### src/rtl/mem_pkg.sv
// mem_pkg: shared DRAM widths and arbiter state encoding.
package mem_pkg;
   localparam int DEF_ADDR_W = 16;
   localparam int DEF_DATA_W = 16;
   typedef enum logic [1:0] {IDLE, ACCESS, RESP} state_t;
endpackage

### src/rtl/rr_pick.sv
// rr_pick: rotating-priority picker; search starts one past ptr_i and wraps, masked requests are skipped.
module rr_pick #(
   parameter int N     = 4,
   parameter int IDX_W = $clog2(N)
) (
   input  logic [N-1:0]     req_i,
   input  logic [IDX_W-1:0] ptr_i,
   input  logic [N-1:0]     mask_i,
   output logic             found_o,
   output logic [IDX_W-1:0] idx_o
);
   function automatic logic [IDX_W-1:0] cand(input logic [IDX_W-1:0] ptr, input int k);
      return IDX_W'((int'(ptr) + k) % N);
   endfunction

   // Scan farthest-first so the nearest eligible candidate is the last one written.
   always_comb begin
      found_o = 1'b0;
      idx_o   = '0;
      for (int k = N; k >= 1; k--) begin
         if (req_i[cand(ptr_i, k)] && !mask_i[cand(ptr_i, k)]) begin
            found_o = 1'b1;
            idx_o   = cand(ptr_i, k);
         end
      end
   end
endmodule

### src/rtl/dram_arbiter.sv
// dram_arbiter: round-robin sharing of a single-port DRAM with one-cycle registered read latency;
// every access is an ACCESS cycle followed by a RESP cycle that carries the ack and read data.
module dram_arbiter
   import mem_pkg::*;
#(
   parameter int NUM_CORES  = 4,
   parameter int ADDR_W     = DEF_ADDR_W,
   parameter int DATA_W     = DEF_DATA_W,
   localparam int IDX_W     = $clog2(NUM_CORES)
) (
   input  logic                        clk,
   input  logic                        reset,
   input  logic [NUM_CORES-1:0]        core_req,
   input  logic [NUM_CORES-1:0]        core_we,
   input  logic [NUM_CORES*ADDR_W-1:0] core_addr,
   input  logic [NUM_CORES*DATA_W-1:0] core_wdata,
   output logic [NUM_CORES-1:0]        core_ack,
   output logic [DATA_W-1:0]           core_rdata,
   output logic                        busy,
   output logic                        mem_write_en,
   output logic [ADDR_W-1:0]           mem_addr,
   output logic [DATA_W-1:0]           mem_data_in,
   input  logic [DATA_W-1:0]           mem_data_out
);
   state_t                 state_q, state_d;
   logic [IDX_W-1:0]       rr_q, rr_d, grant_q, grant_d, win;
   logic                   we_q, we_d, found;
   logic [ADDR_W-1:0]      addr_q, addr_d;
   logic [DATA_W-1:0]      din_q, din_d;
   logic [NUM_CORES-1:0]   ack_q, ack_d, mask;
   logic [ADDR_W-1:0]      addr_a  [NUM_CORES];
   logic [DATA_W-1:0]      wdata_a [NUM_CORES];

   for (genvar g = 0; g < NUM_CORES; g++) begin : g_unpack
      assign addr_a[g]  = core_addr[g*ADDR_W +: ADDR_W];
      assign wdata_a[g] = core_wdata[g*DATA_W +: DATA_W];
   end

   // The acked core still holds req during RESP, so it must not win again.
   assign mask = (state_q == RESP) ? NUM_CORES'(1) << grant_q : '0;

   rr_pick #(.N(NUM_CORES), .IDX_W(IDX_W)) u_pick (
      .req_i   (core_req),
      .ptr_i   (rr_q),
      .mask_i  (mask),
      .found_o (found),
      .idx_o   (win)
   );

   always_comb begin
      state_d = state_q;
      rr_d    = rr_q;
      grant_d = grant_q;
      we_d    = we_q;
      addr_d  = addr_q;
      din_d   = din_q;
      ack_d   = '0;
      if (state_q == ACCESS) begin
         we_d           = 1'b0;
         ack_d[grant_q] = 1'b1;
         state_d        = RESP;
      end else if (found) begin
         state_d = ACCESS;
         rr_d    = win;
         grant_d = win;
         we_d    = core_we[win];
         addr_d  = addr_a[win];
         din_d   = wdata_a[win];
      end else begin
         state_d = IDLE;
      end
   end

   always_ff @(posedge clk) begin
      if (reset) begin
         state_q <= IDLE;
         rr_q    <= IDX_W'(NUM_CORES - 1);
         grant_q <= '0;
         we_q    <= 1'b0;
         addr_q  <= '0;
         din_q   <= '0;
         ack_q   <= '0;
      end else begin
         state_q <= state_d;
         rr_q    <= rr_d;
         grant_q <= grant_d;
         we_q    <= we_d;
         addr_q  <= addr_d;
         din_q   <= din_d;
         ack_q   <= ack_d;
      end
   end

   assign core_ack     = ack_q;
   assign core_rdata   = mem_data_out;
   assign busy         = (state_q != IDLE);
   assign mem_write_en = we_q;
   assign mem_addr     = addr_q;
   assign mem_data_in  = din_q;
endmodule

### config.mk
export PLATFORM = sky130hd
export DESIGN_NAME = dram_arbiter
export DESIGN_NICKNAME = d
export VERILOG_FILES = /design/src/rtl/mem_pkg.sv /design/src/rtl/rr_pick.sv /design/src/rtl/dram_arbiter.sv
export SDC_FILE = /design/constraint.sdc
export NUM_CORES = 1
export LEC_CHECK = 0
export ABC_AREA = 1
export CORE_ASPECT_RATIO = 2
export CORE_MARGIN = 10
export CORE_UTILIZATION = 39
export DETAILED_ROUTE_END_ITERATION = 10
export GPL_TIMING_DRIVEN = 0
export HOLD_SLACK_MARGIN = 0.1
export PLACE_DENSITY = 0.83
export SLEW_MARGIN = 20
export SYNTH_ARGS = -nofsm -noshare
export SYNTH_HDL_FRONTEND = slang
export SYNTH_SLANG_ARGS = --single-unit
### constraint.sdc
create_clock -name clk -period 2.4 [get_ports clk]
set_input_delay 0.48 -clock clk [delete_from_list [all_inputs] [get_ports clk]]
set_output_delay 0.48 -clock clk [all_outputs]
set_load 0.05 [all_outputs]
* Yosys cells after proc, flatten, opt, wreduce, memory -nomap -nowiden
Index checks and enable logic that the tools add are counted.
Storage, ports and cells: output and inout bits 54, flip-flop bits (word level) 43, input bits 154, logic and storage cells 75
Operators by class: $add $sub $neg 4, $lt $le $gt $ge 8, equality and inequality tests 2, multiplexer cells 37, reduce and logical (&&, ||, !) cells 13, shifts and indexed selects 1, bitwise logic cells 2
Operator list (number):
- binary-select mux 16 bit (select 2 bit) | 2
- two-way mux 16 bit | 4
- binary-select mux 1 bit (select 2 bit) | 9
- < comparator 2 x 3 -> 1 bit, second input constant | 6
- two-way mux 1 bit | 15
- two-way mux 2 bit | 5
- logical AND 1 bit | 5
- adder 2 x 1 -> 2 bit, second input constant | 2
- adder 2 bit, second input constant | 2
- logical NOT 1 bit | 4
- two-way mux 4 bit | 1
- OR reduction 2 bit | 2
- << shifter 1 x 2 -> 4 bit, first input constant | 1
- >= comparator 3 bit, second input constant | 1
- inverter 2 -> 3 bit | 1
- demux 1 bit (select 2 bit) | 1
- == test 2 x 1 -> 1 bit, second input constant | 1
- == test 2 bit, second input constant | 1
- >= comparator 2 x 1 -> 1 bit, second input constant | 1
- AND reduction 2 bit | 1
- nonzero test 2 bit | 1
- inverter 1 bit | 1

* Longest topological paths before layout
depth in word-level cells 14, depth in mapped cells 19, mapped depth without buffers 16

* Modules after synthesis
Synthesis repeated with hierarchy kept, for this count alone.
Unflattened totals: cell total of the unflattened synthesis 646, area, all modules 3559.7 µm²
Modules (own cells, without submodules):
- dram_arbiter | sequential area each 860.8 µm², times used 1, area an instance 3264.4 µm², cells an instance 584
- rr_pick | sequential area each 0.0 µm², times used 1, area an instance 295.3 µm², cells an instance 62

* Worst setup path after synthesis
No wires, ideal clock.
path type reg2reg, start point reg state_q[1], end point reg din_q[5] (netlist: mem_data_in[5]), required time 2290 ps, cell stages (with the launch flop) 19, data arrival time 1777 ps, buffers on the path 3, clock period less this slack 1887 ps, setup slack 513 ps, library setup time 110 ps, cell sequence dfxtp_1 inv_2 nor2_1 buf_4 nand3_1 nand2_1 nand2_1 nand3_1 nand2_1 nand2_1 nand2_2 nand2_2 buf_6 buf_2 nand2_1 nand3_1 nand3_1 nand2_1 inv_1
On the way: longest elaborated chain between the ends 14, elaborated cells on any way between the ends 33, classes of those cells 2 x eq/ne; 20 x mux; 2 x bitwise; 9 x reduce/logical
Ends and longest elaborated chain:
- start, declared | line dram_arbiter.sv:25 | state_t state_q, state_d;
- start signal, assigned | line dram_arbiter.sv:84 | state_q <= state_d;
- == test 2 bit | line dram_arbiter.sv:40 | assign mask = (state_q == RESP) ? NUM_CORES'(1) << grant_q : '0;
- two-way mux 4 bit | line dram_arbiter.sv:40
- binary-select mux 1 bit (select 2 bit) | line rr_pick.sv:21 | if (req_i[cand(ptr_i, k)] && !mask_i[cand(ptr_i, k)]) begin
- two-way mux 1 bit (not written as such) | line rr_pick.sv:21
- logical NOT 1 bit | line rr_pick.sv:21
- logical AND 1 bit | line rr_pick.sv:21
- two-way mux 2 bit (4 in series) | line rr_pick.sv:21
- inverter 2 -> 3 bit (not written as such) | line dram_arbiter.sv:68 | din_d = wdata_a[win];
- binary-select mux 16 bit (select 2 bit) | line dram_arbiter.sv:68
- two-way mux 16 bit (not written as such) (2 in series) | line dram_arbiter.sv:68
- end signal, assigned | line dram_arbiter.sv:89 | din_q <= din_d;
- end, declared | line dram_arbiter.sv:29 | logic [DATA_W-1:0] din_q, din_d;
Several ways; a longest one is shown, not always the timed one. The select of a mux whose other input is x is not followed. A chain may end at the register's enable or synchronous reset.

* Final worst setup path
start point reg state_q[1], end point reg din_q[1] (netlist: mem_data_in[1])
The elaborated chain is that of the path after synthesis.

==> impl_metrics.csv <==
group,metric,value,unit
run_status,status,"complete, no violations",
synth,synthAdderAreaFrac,0,
global_route,grt_max_degree,15,
final_layout,drive_gt1_frac,0.106,
power,netSwitchingFraction,0.539,
synth,synth_ff_type,"dfxtp_1",
clock_network,clockRootBuffer,"clkbuf_16",
synth,synth-xor-area-share,0.00247,
placed_design,dp_cells,920,
drt,drt_iter0_markers,223,
critical_path,rr_startpoint,"state_q[1]",
synth,syn_nets,781,
power,comb_power_share,0.787,
drt,wl,15.8,mm
synth,synth_area,3540,um2
placed_design,finalWeightedCongestion,0.924,
placed_design,io_buffers,191,
sta,skew,10.2,ps
floorplanning,rows,49,
drt,top_layer_used,"met4",
sta,max_slew_margin,0.621,
final_layout,final_common_cell,"clkdlybuf4s50_1",
synth,muxShareOfSynthArea,0,
clock_network,cts_tree,"yes",
synth,synth_area_leaders,"dfxtp_1 (24%), nand3_1 (21%), nand2_1 (19%)",
worst_hold_path,hold_depth,1,
critical_path,cp-end-kind,"register",
synth,synth_compound_area_frac,0.0159,
synth,synthSimpleGateAreaFrac,0.495,
floorplanning,fp.dieArea,13500,um2
drt,viasPerCell,5.03,
clock_network,clock_path_buffers,2,
power,ir_worst_vdd,0.793,mV
drt,vias,4689,
floorplanning,dieWidth,87.4,um
synth,async_flop_share,0,
power,p_int,0.00418,W
critical_path,crit_fanout,10,
placed_design,dp_hpwl,12.6,mm
synth,ys_seq_area_frac,0.243,
final_layout,area_growth,69.1,%
synth,yosysWarnings,0,
synth,synthDistinctLibCells,27,
global_route,grt_overflow,0,
final_layout,finalInstanceArea,5990,um2
clock_network,clk_pin_slew,60,ps
global_route,antenna_found_initial,0,
power,cellLeakagePower,3.17,nW
global_route,grt_pass1_vias,4762,
clock_network,cts.sinks,43,
power,seqPwrFrac,0.126,
synth,synth_top_area_frac,0.243,
worst_hold_path,hold_end,"core_ack[1]",
drt,route.met2.wl,8.75,mm
power,clockPowerShare,0.087,
sta,grt_setup_unrepaired,"no",
sta,setup_viol,0,
clock_network,htree_levels,2,
clock_network,clock_latency,290,ps
final_layout,final_cells,932,
critical_path,cp.arrival,2400,ps
sta,max_freq,0.453,GHz
critical_path,r2r_cells,18,
placed_design,place_area,5580,um2
global_route,track_usage,0.220,
sta,hold_viol,0,
synth,ys_seq_elements,43,
clock_network,hold_buffers,0,
critical_path,r2r_end,"mem_data_in[1]",
worst_hold_path,worstHoldStart,"grant_q[1]",
critical_path,r2r_slack,190,ps
sta,tightest_slew,567,ps
worst_hold_path,hp-class,"reg -> reg",
power,p_sw,0.00489,W
critical_path,required,2590,ps
final_layout,nNetsFinal,983,
critical_path,worstSetupPathType,"reg -> reg",
floorplanning,start_util,0.395,
final_layout,num_antenna_cells,0,
floorplanning,core,8950,um2
power,power.density,1520,nW/um2
synth,synth_edf_count,0,
final_layout,layout_common_cells,"clkdlybuf4s50_1 (187), nand2_1 (172), nand3_1 (148), inv_1 (135), dfxtp_1 (40)",
sta,finalCritPeriodShare,0.920,
drt,met3_length,1.21,mm
global_route,grt_pass1_wl,23.9,mm
clock_network,cts_made_buffers,5,
synth,synthCells,627,
drt,postRouteAntennaNets,0,
sta,fin_crit,2210,ps
drt,firstDrtPassIters,5,
run,maxCapViolations,0,
critical_path,worstSetupStartpointType,"register",
synth,synth_top_family_by_area,"simple AND/OR/NAND/NOR gates",
floorplanning,die_y,155,um
drt,wl_met1,5.25,mm
floorplanning,pin_count,208,
drt,drc,0,
synth,synth.avg_cell_area,5.65,um2
drt,routedWlPerCell,17.0,um
synth,synth_top_area_cell,"dfxtp_1",
sta,finalMaxSlewViolations,0,
==> critical path: stages, from the launching register on <==
cell and delay, ps:
dfxtp_1 350, inv_2 50, nor2_2 120, buf_4 200
nand3_1 130, nand2_1 90, nand2_1 50, nand3_1 110
nand2_2 100, nand2_2 90, nand2_4 80, nand2_4 120
buf_8 140, buf_6 150, nand2_1 70, nand3_1 70
nand3_1 80, nand2_1 60, inv_1 40
==> worst max-delay path by stage <==
stage | startpoint | end | slack (ps) | cells after the start
2_1_floorplan | state_q[1] | mem_data_in[5] | 510 | 18
3_3_place_gp | core_req[2] | mem_data_in[1] | -500 | 15
3_5_place_dp | core_req[2] | mem_addr[15] | -510 | 15
4_1_cts | core_req[1] | mem_addr[2] | 0.8 | 16
5_1_grt | state_q[1] | mem_addr[0] | 10 | 18
6_report | state_q[1] | mem_data_in[1] | 190 | 18
==> sequential cells by signal, summed over array words and instances (netlist names) <==
name,cells
rr_q,2
mem_write_en,1
core_ack,4
state_q,2
mem_addr,16
grant_q,2
mem_data_in,16
==> power by group through the flow <==
stage               clock network (W)  registers (W)  logic [W]
floorplan                           0        0.00177    0.00369
global placement                    0        0.00113    0.00619
detailed placement                  0        0.00114    0.00632
CTS                          0.000795        0.00113    0.00641
global route                 0.000825        0.00117    0.00779
finish                       0.000785        0.00114    0.00714
==> cells in the mapped netlist (2+ instances only) <==
cell	count
a21oi_1	3
nor2_1	9
nand2_2	2
buf_2	20
nand3_1	149
dfxtp_1	43
nand2_1	176
nand3b_1	32
clkinv_1	2
buf_4	23
o21ai_1	3
nor2_4	2
nor3_1	3
inv_1	136
clkbuf_1	7
inv_2	6
==> through the flow <==
stage           util  setup WS (ps)  hold WS (ps)  power, W  setup TNS (ps)
2_1_floorplan      -            513           488   0.00547               0
3_3_place_gp   0.623           -498           518   0.00732          -13690
5_1_grt        0.669           13.3           516   0.00979               0
3_5_place_dp   0.623           -506           529   0.00746          -13290
6_report       0.669            193           503   0.00907               0
4_1_cts        0.645          0.814           556   0.00833               0
==> layer usage <==
layer,GRT usage,up-vias
li1,-,2296
met3,0.0584,36
met1,0.206,2145
met5,0,-
met2,0.415,212
met4,0.105,0
==> kinds of logic (layout without fill, tap and decap cells) <==
group / Yosys count / in the layout
AND/OR/NAND/NOR: 376 / 376
XOR/XNOR: 1 / 1
AO/OA/AOI/OAI: 10 / 10
flip-flops: 43 / 43
buffers and inverters: 197 / 400
==> final cells by class <==
cell class	instances	area [um2]
Fill cell	859	2960
Timing Repair Buffer	195	1970
Multi-Input combinational cell	387	1880
Sequential cell	43	865
Inverter	145	549
Buffer	52	430
Tap cell	102	128
Clock buffer	5	125
Clock inverter	3	43.8
==> repair_timing <==
action / CTS / global route
gates cloned: 0 / 1
setup endpoints to repair: 33 / 35
buffers inserted: 0 / 3
resized for setup: 9 / 64
pin swaps: 0 / 2
No activity file was read; power rests on OpenSTA's default activity.
